<file path="config.mk">
export PLATFORM = sky130hd
export DESIGN_NAME = pipelined_decode_ctrl_flat
export DESIGN_NICKNAME = d
export VERILOG_FILES = /design/src/rtl/pipelined_decode_ctrl_if.sv /design/src/rtl/pipelined_decode_ctrl.sv /design/src/flat_wrapper.sv
export SDC_FILE = /design/constraint.sdc
export NUM_CORES = 1
export LEC_CHECK = 0
export ABC_AREA = 0
export BUFFER_PORTS_ARGS = -buffer_cell sky130_fd_sc_hd__buf_2
export CORE_ASPECT_RATIO = 1.25
export CORE_UTILIZATION = 45
export CTS_BUF_LIST = sky130_fd_sc_hd__clkbuf_2
export CTS_CLUSTER_DIAMETER = 100
export DETAILED_ROUTE_END_ITERATION = 16
export PLACE_DENSITY = 0.71
export SYNTH_ARGS = -nofsm -noshare
export SYNTH_HDL_FRONTEND = slang
export SYNTH_SLANG_ARGS = --single-unit
</file>
<file path="constraint.sdc">
create_clock -name clk -period 2.6 [get_ports clk]
set_input_delay 0.26 -clock clk [delete_from_list [all_inputs] [get_ports clk]]
set_output_delay 0.26 -clock clk [all_outputs]
set_load 0.03 [all_outputs]
</file>
<file path="src/rtl/pipelined_decode_ctrl_if.sv">
// Decode-stage bus: IF-side handshake, EX hazard inputs, and the
// registered control bundle handed to EX.
interface pipelined_decode_ctrl_if #(
    parameter int ALUOP_W = 4,
    parameter int CNT_W   = 16
);
    logic               in_valid;
    logic               in_ready;
    logic [31:0]        instr;
    logic               flush;
    logic               ex_mem_read;
    logic [4:0]         ex_rd;
    logic               out_valid;
    logic               out_ready;
    logic               reg_write;
    logic [ALUOP_W-1:0] alu_op;
    logic               alu_src_imm;
    logic               mem_read;
    logic               mem_write;
    logic               branch;
    logic               branch_ne;
    logic               illegal;
    logic [4:0]         rd;
    logic [4:0]         rs1;
    logic [4:0]         rs2;
    logic [CNT_W-1:0]   stall_cnt;

    // upstream / environment view
    modport master (
        output in_valid, instr, flush, ex_mem_read, ex_rd, out_ready,
        input  in_ready, out_valid, reg_write, alu_op, alu_src_imm, mem_read,
               mem_write, branch, branch_ne, illegal, rd, rs1, rs2, stall_cnt
    );

    // decode stage view
    modport slave (
        input  in_valid, instr, flush, ex_mem_read, ex_rd, out_ready,
        output in_ready, out_valid, reg_write, alu_op, alu_src_imm, mem_read,
               mem_write, branch, branch_ne, illegal, rd, rs1, rs2, stall_cnt
    );
endinterface

</file>
<file path="src/rtl/pipelined_decode_ctrl.sv">
// RV32 decode/control stage: combinational decode of the offered word,
// load-use hazard stall, one-entry registered output bundle, stall counter.
module pipelined_decode_ctrl #(
    parameter int ALUOP_W  = 4,
    parameter bit EN_SHIFT = 1'b1,
    parameter int CNT_W    = 16
) (
    input logic                    clk,
    input logic                    rst_n,
    pipelined_decode_ctrl_if.slave bus
);
    localparam logic [6:0] OPC_R  = 7'b0110011;
    localparam logic [6:0] OPC_I  = 7'b0010011;
    localparam logic [6:0] OPC_LW = 7'b0000011;
    localparam logic [6:0] OPC_SW = 7'b0100011;
    localparam logic [6:0] OPC_B  = 7'b1100011;

    localparam logic [3:0] OP_AND = 4'd0, OP_OR  = 4'd1, OP_ADD = 4'd2, OP_XOR = 4'd3,
                           OP_SUB = 4'd6, OP_SLT = 4'd7, OP_SLL = 4'd8, OP_SRL = 4'd9,
                           OP_SRA = 4'd10;

    logic [6:0] opc;
    logic [2:0] f3;
    logic       f7b;
    logic [4:0] rd_f, rs1_f, rs2_f;

    assign opc   = bus.instr[6:0];
    assign rd_f  = bus.instr[11:7];
    assign f3    = bus.instr[14:12];
    assign rs1_f = bus.instr[19:15];
    assign rs2_f = bus.instr[24:20];
    assign f7b   = bus.instr[30];

    logic       legal, shift, rw_base;
    logic [3:0] op_d;
    logic       rw_d, imm_d, mr_d, mw_d, br_d, bne_d, use1_d, use2_d;
    logic       hazard, accept;

    // Decode the offered word; illegal encodings collapse to all-zero controls.
    always_comb begin
        legal   = 1'b0;
        shift   = 1'b0;
        rw_base = 1'b0;
        op_d    = OP_AND;
        imm_d   = 1'b0;
        mr_d    = 1'b0;
        mw_d    = 1'b0;
        br_d    = 1'b0;
        bne_d   = 1'b0;
        use1_d  = 1'b0;
        use2_d  = 1'b0;
        case (opc)
            OPC_R: begin
                legal = 1'b1; rw_base = 1'b1; use1_d = 1'b1; use2_d = 1'b1;
                case ({f7b, f3})
                    4'b0000: op_d = OP_ADD;
                    4'b1000: op_d = OP_SUB;
                    4'b0111: op_d = OP_AND;
                    4'b0110: op_d = OP_OR;
                    4'b0100: op_d = OP_XOR;
                    4'b0010: op_d = OP_SLT;
                    4'b0001: begin op_d = OP_SLL; shift = 1'b1; end
                    4'b0101: begin op_d = OP_SRL; shift = 1'b1; end
                    4'b1101: begin op_d = OP_SRA; shift = 1'b1; end
                    default: legal = 1'b0;
                endcase
            end
            OPC_I: begin
                // funct7[5] only matters to pick SRAI over SRLI
                legal = 1'b1; rw_base = 1'b1; imm_d = 1'b1; use1_d = 1'b1;
                case (f3)
                    3'b000:  op_d = OP_ADD;
                    3'b111:  op_d = OP_AND;
                    3'b110:  op_d = OP_OR;
                    3'b100:  op_d = OP_XOR;
                    3'b010:  op_d = OP_SLT;
                    3'b001:  begin op_d = OP_SLL; shift = 1'b1; end
                    3'b101:  begin op_d = f7b ? OP_SRA : OP_SRL; shift = 1'b1; end
                    default: legal = 1'b0;
                endcase
            end
            OPC_LW: if (f3 == 3'b010) begin
                legal = 1'b1; op_d = OP_ADD; imm_d = 1'b1; mr_d = 1'b1;
                rw_base = 1'b1; use1_d = 1'b1;
            end
            OPC_SW: if (f3 == 3'b010) begin
                legal = 1'b1; op_d = OP_ADD; imm_d = 1'b1; mw_d = 1'b1;
                use1_d = 1'b1; use2_d = 1'b1;
            end
            OPC_B: if (f3 == 3'b000 || f3 == 3'b001) begin
                legal = 1'b1; op_d = OP_SUB; br_d = 1'b1; bne_d = f3[0];
                use1_d = 1'b1; use2_d = 1'b1;
            end
            default: ;
        endcase
        if (shift && !EN_SHIFT) legal = 1'b0;
        if (!legal) begin
            rw_base = 1'b0; op_d = OP_AND; imm_d = 1'b0; mr_d = 1'b0; mw_d = 1'b0;
            br_d = 1'b0; bne_d = 1'b0; use1_d = 1'b0; use2_d = 1'b0;
        end
        rw_d = rw_base && (rd_f != 5'd0);
    end

    // Load-use hazard only against source registers the instruction really reads.
    assign hazard = bus.in_valid && bus.ex_mem_read && (bus.ex_rd != 5'd0) &&
                    ((use1_d && (rs1_f == bus.ex_rd)) || (use2_d && (rs2_f == bus.ex_rd)));
    assign bus.in_ready = (!bus.out_valid || bus.out_ready) && !hazard && !bus.flush;
    assign accept = bus.in_valid && bus.in_ready;

    // Output bundle register and saturating stall counter; flush has top priority.
    always_ff @(posedge clk or negedge rst_n) begin
        if (!rst_n) begin
            bus.out_valid   <= 1'b0;
            bus.reg_write   <= 1'b0;
            bus.alu_op      <= '0;
            bus.alu_src_imm <= 1'b0;
            bus.mem_read    <= 1'b0;
            bus.mem_write   <= 1'b0;
            bus.branch      <= 1'b0;
            bus.branch_ne   <= 1'b0;
            bus.illegal     <= 1'b0;
            bus.rd          <= '0;
            bus.rs1         <= '0;
            bus.rs2         <= '0;
            bus.stall_cnt   <= '0;
        end else begin
            if (bus.flush) begin
                bus.out_valid <= 1'b0;
            end else if (accept) begin
                bus.out_valid   <= 1'b1;
                bus.reg_write   <= rw_d;
                bus.alu_op      <= ALUOP_W'(op_d);
                bus.alu_src_imm <= imm_d;
                bus.mem_read    <= mr_d;
                bus.mem_write   <= mw_d;
                bus.branch      <= br_d;
                bus.branch_ne   <= bne_d;
                bus.illegal     <= !legal;
                bus.rd          <= rw_d ? rd_f : 5'd0;
                bus.rs1         <= rs1_f;
                bus.rs2         <= rs2_f;
            end else if (bus.out_ready) begin
                bus.out_valid <= 1'b0;
            end
            if (hazard && !bus.flush && !(&bus.stall_cnt))
                bus.stall_cnt <= bus.stall_cnt + CNT_W'(1);
        end
    end
endmodule
</file>
<file path="src/flat_wrapper.sv">
// flat-port wrapper written by rule: the top's interface ports become plain ports
module pipelined_decode_ctrl_flat 
#(
    parameter int ALUOP_W  = 4,
    parameter bit EN_SHIFT = 1'b1,
    parameter int CNT_W    = 16
)
  (clk, rst_n, bus_in_valid, bus_instr, bus_flush, bus_ex_mem_read, bus_ex_rd, bus_out_ready, bus_in_ready, bus_out_valid, bus_reg_write, bus_alu_op, bus_alu_src_imm, bus_mem_read, bus_mem_write, bus_branch, bus_branch_ne, bus_illegal, bus_rd, bus_rs1, bus_rs2, bus_stall_cnt);
  pipelined_decode_ctrl_if #(.ALUOP_W(ALUOP_W), .CNT_W(CNT_W)) bus_i ();
  input logic clk;
  input logic rst_n;
  input wire logic [$bits(bus_i.in_valid)-1:0] bus_in_valid;
  input wire logic [$bits(bus_i.instr)-1:0] bus_instr;
  input wire logic [$bits(bus_i.flush)-1:0] bus_flush;
  input wire logic [$bits(bus_i.ex_mem_read)-1:0] bus_ex_mem_read;
  input wire logic [$bits(bus_i.ex_rd)-1:0] bus_ex_rd;
  input wire logic [$bits(bus_i.out_ready)-1:0] bus_out_ready;
  output wire logic [$bits(bus_i.in_ready)-1:0] bus_in_ready;
  output wire logic [$bits(bus_i.out_valid)-1:0] bus_out_valid;
  output wire logic [$bits(bus_i.reg_write)-1:0] bus_reg_write;
  output wire logic [$bits(bus_i.alu_op)-1:0] bus_alu_op;
  output wire logic [$bits(bus_i.alu_src_imm)-1:0] bus_alu_src_imm;
  output wire logic [$bits(bus_i.mem_read)-1:0] bus_mem_read;
  output wire logic [$bits(bus_i.mem_write)-1:0] bus_mem_write;
  output wire logic [$bits(bus_i.branch)-1:0] bus_branch;
  output wire logic [$bits(bus_i.branch_ne)-1:0] bus_branch_ne;
  output wire logic [$bits(bus_i.illegal)-1:0] bus_illegal;
  output wire logic [$bits(bus_i.rd)-1:0] bus_rd;
  output wire logic [$bits(bus_i.rs1)-1:0] bus_rs1;
  output wire logic [$bits(bus_i.rs2)-1:0] bus_rs2;
  output wire logic [$bits(bus_i.stall_cnt)-1:0] bus_stall_cnt;
  assign bus_i.in_valid = bus_in_valid;
  assign bus_i.instr = bus_instr;
  assign bus_i.flush = bus_flush;
  assign bus_i.ex_mem_read = bus_ex_mem_read;
  assign bus_i.ex_rd = bus_ex_rd;
  assign bus_i.out_ready = bus_out_ready;
  assign bus_in_ready = bus_i.in_ready;
  assign bus_out_valid = bus_i.out_valid;
  assign bus_reg_write = bus_i.reg_write;
  assign bus_alu_op = bus_i.alu_op;
  assign bus_alu_src_imm = bus_i.alu_src_imm;
  assign bus_mem_read = bus_i.mem_read;
  assign bus_mem_write = bus_i.mem_write;
  assign bus_branch = bus_i.branch;
  assign bus_branch_ne = bus_i.branch_ne;
  assign bus_illegal = bus_i.illegal;
  assign bus_rd = bus_i.rd;
  assign bus_rs1 = bus_i.rs1;
  assign bus_rs2 = bus_i.rs2;
  assign bus_stall_cnt = bus_i.stall_cnt;
  pipelined_decode_ctrl #(.ALUOP_W(ALUOP_W), .EN_SHIFT(EN_SHIFT), .CNT_W(CNT_W)) u_core (.clk(clk), .rst_n(rst_n), .bus(bus_i));
endmodule
</file>
==> impl_metrics.toml <==
[run_status]
status = "complete, no violations"

[logic_synthesis]
synth_cell_types = 47
yosysTopAreaCellShare_pct = 45.1
synth_ff_type = "dfrtp_1"
synth_seq_cells = 43
yosys_warnings = 0
synth_area_leaders = "dfrtp_1 45%, mux2_4 10%, xor2_1 5.1%, xnor2_1 4.4%, mux2_2 3.3%"
yosysSeqAreaShare_pct = 45.1
syn_avg_cell_area_sq_um = 11.6
syn_inst = 206
synthesis.area_sq_mm = 0.00238
yosys.area.top_type = "dfrtp_1"
synth_edf_count = 0
async_flop_share_pct = 100
synthesis.nets = 250

[critical_path]
cp-start-kind = "primary input"
crit_arrival_ns = 2.02
crit_type = "in -> out"
path_max_fanout = 5
endpoint_kind = "primary output"
crit_required_ns = 2.34

[place]
place.gp.congestion = 0.910
port_buffers = 80
dp_hpwl_microns = 3830

[pwr]
power.switching_uw = 402
switching_share_pct = 31.4
ir_drop_mv = 0.249
seq_power_share_pct = 56.1
cellInternalPower_uw = 877
clkPwrFrac_pct = 22.6
finalPower_mw = 1.28
combinationalPowerShare_pct = 21.3
p_leak_nw = 1.51
p_per_area_mw_per_mm2 = 443

[layout]
final_cell_mix = "80 x buf_2, 43 x dfrtp_1, 16 x nor2_1, 16 x mux2_4, 14 x xor2_1"
final_nets = 336
final_common_cell = "buf_2"
areaGrowthSynthToFinish_pct = 21.0
drive_gt1_share_pct = 44.0
diodes = 0

[clocking]
clockBufferDepth = 2
insertion_delay_ns = 0.39
cts_buffers = 5
clk_pin_slew_ns = 0.22
tritoncts = "done"
h-tree-depth = 2
cts_resized = 0
cts-root-buf = "clkbuf_2"
cts_sinks = 43

[timing]
grt_setup_unrepaired = "no"
finalSetupTns_ns = 0
worst_pin_slew_ns = 0.944
finClkSkew_ns = 0.00991
whs_ns = 0.0825
drv_slew = 0
period_share_pct = 87.6
finalHoldViolCount = 0
setup-violations-final = 0
slew_headroom_pct = 37.1
fmax_mhz = 439
post-route-min-period_ns = 2.28

[detailed_routing]
totalWireLength_microns = 5030
wl_per_cell_microns = 14.2
via_per_inst = 5.14
drc = 0
ant_nets = 0
dr.pass1.iters = 4
drt_iter0_markers = 94
vias = 1826

[grt]
antenna_found_initial = 0
overflow = 0
grt_max_degree = 44
grt_usage_pct = 19.5
grt_pass1_wl_microns = 8230
first_global_vias = 1786

[worst_hold_path]
min_path_type = "in -> reg"

[floorplan]
dieArea_sq_mm = 0.00559
core_sq_mm = 0.00508
start_util_pct = 46.9
io_pins = 87
fp.dieW_microns = 67.1
num_rows = 29
die_y_microns = 83.4

[run]
cap_violations = 0
power by group through the flow:
| stage | registers, mW | logic, mW | clock network, mW |
|---|---|---|---|
| CTS | 0.719 | 0.276 | 0.304 |
| floorplan | 0.793 | 0.112 | 0 |
| finish | 0.718 | 0.272 | 0.289 |
| global placement | 0.728 | 0.272 | 0 |
| global route | 0.723 | 0.293 | 0.330 |
| detailed placement | 0.730 | 0.274 | 0 |
timing repair:
action,CTS,global route
hold buffers,1,0
setup buffers,0,0
hold endpoints to repair,43,0
endpoints found under the setup margin,0,0
kinds of logic after synthesis:
group	after synthesis	share of synthesized area [%]
DFF	43	45.1
buffers and inverters	16	4.04
and+or+nand+nor	71	17.9
AOI/OAI and AO/OA	23	8.19
adders and majority gates	1	0.525
xor gates and xnor gates	26	9.55
muxes	26	14.6
state kept, by name, indices dropped and copies added (netlist names):
| signal | flops |
|---|---|
| u_core.bus.alu_op | 4 |
| u_core.bus.alu_src_imm | 1 |
| u_core.bus.branch | 1 |
| u_core.bus.branch_ne | 1 |
| u_core.bus.illegal | 1 |
| u_core.bus.mem_read | 1 |
| u_core.bus.mem_write | 1 |
| u_core.bus.out_valid | 1 |
| u_core.bus.rd | 5 |
| u_core.bus.reg_write | 1 |
| u_core.bus.rs1 | 5 |
| u_core.bus.rs2 | 5 |
| u_core.bus.stall_cnt | 16 |
worst max-delay path, cell delays in order:
cell	delay, ns
buf_2	0.09
and4bb_2	0.35
nand2b_1	0.17
a2111oi_2	0.43
o211ai_1	0.21
buf_4	0.20
nor3b_1	0.13
buf_2	0.18
metal layers:
| layer | vias to the layer above | track usage, % | part of all wire [%] | routed length (microns) |
|---|---|---|---|---|
| li1 | 898 | - | - | - |
| met5 | - | 0 | 0 | 0 |
| met4 | 0 | 5.61 | 0.68 | 34 |
| met2 | 57 | 32.5 | 51 | 2540 |
| met3 | 4 | 5.63 | 6.3 | 315 |
| met1 | 867 | 23.7 | 42 | 2130 |
Yosys cell counts (all sizes together) (4+ instances only):
cell / count
a21oi: 4
buf: 4
dfrtp: 43
inv: 11
mux2: 23
nand2: 14
nand3: 5
nand4: 5
nor2: 17
nor2b: 7
nor3: 6
nor4: 7
xnor2: 12
xor2: 14
per-stage QoR:
step	worst slack [ns]	std cells	utilization (%)	area [sq um]
after floorplan	0.244	206	-	2380
after global placement	0.201	346	55.7	2830
after detailed placement	0.171	346	55.7	2830
after CTS	0.309	355	56.8	2880
after global routing	0.166	355	56.8	2880
final	0.323	355	56.8	2880
final cells by class:
type / count / area [sq um]
clock inverters: 3 / 20.0
multi-input cells: 147 / 1210
inverters: 11 / 41.3
flip-flops and latches: 43 / 1080
well taps: 62 / 77.6
clock buffers: 5 / 25.0
repair buffers: 84 / 433
fillers: 460 / 2200
worst paths after layout:
kind	depth (start not counted)	startpoint	to	slack, ns
max	8	bus_instr[2]	bus_in_ready	0.32
min	2	bus_flush	u_core.bus.out_valid	0.08
max reg2reg	8	u_core.bus.stall_cnt[0]	u_core.bus.stall_cnt[5]	0.34
max in group asynchronous	2	rst_n	u_core.bus.rs2[4]	1.51
min in group asynchronous	2	rst_n	u_core.bus.branch_ne	0.51
min reg2reg	1	u_core.bus.stall_cnt[10]	u_core.bus.stall_cnt[10]	0.51
Power figures use the tool's default switching activity.
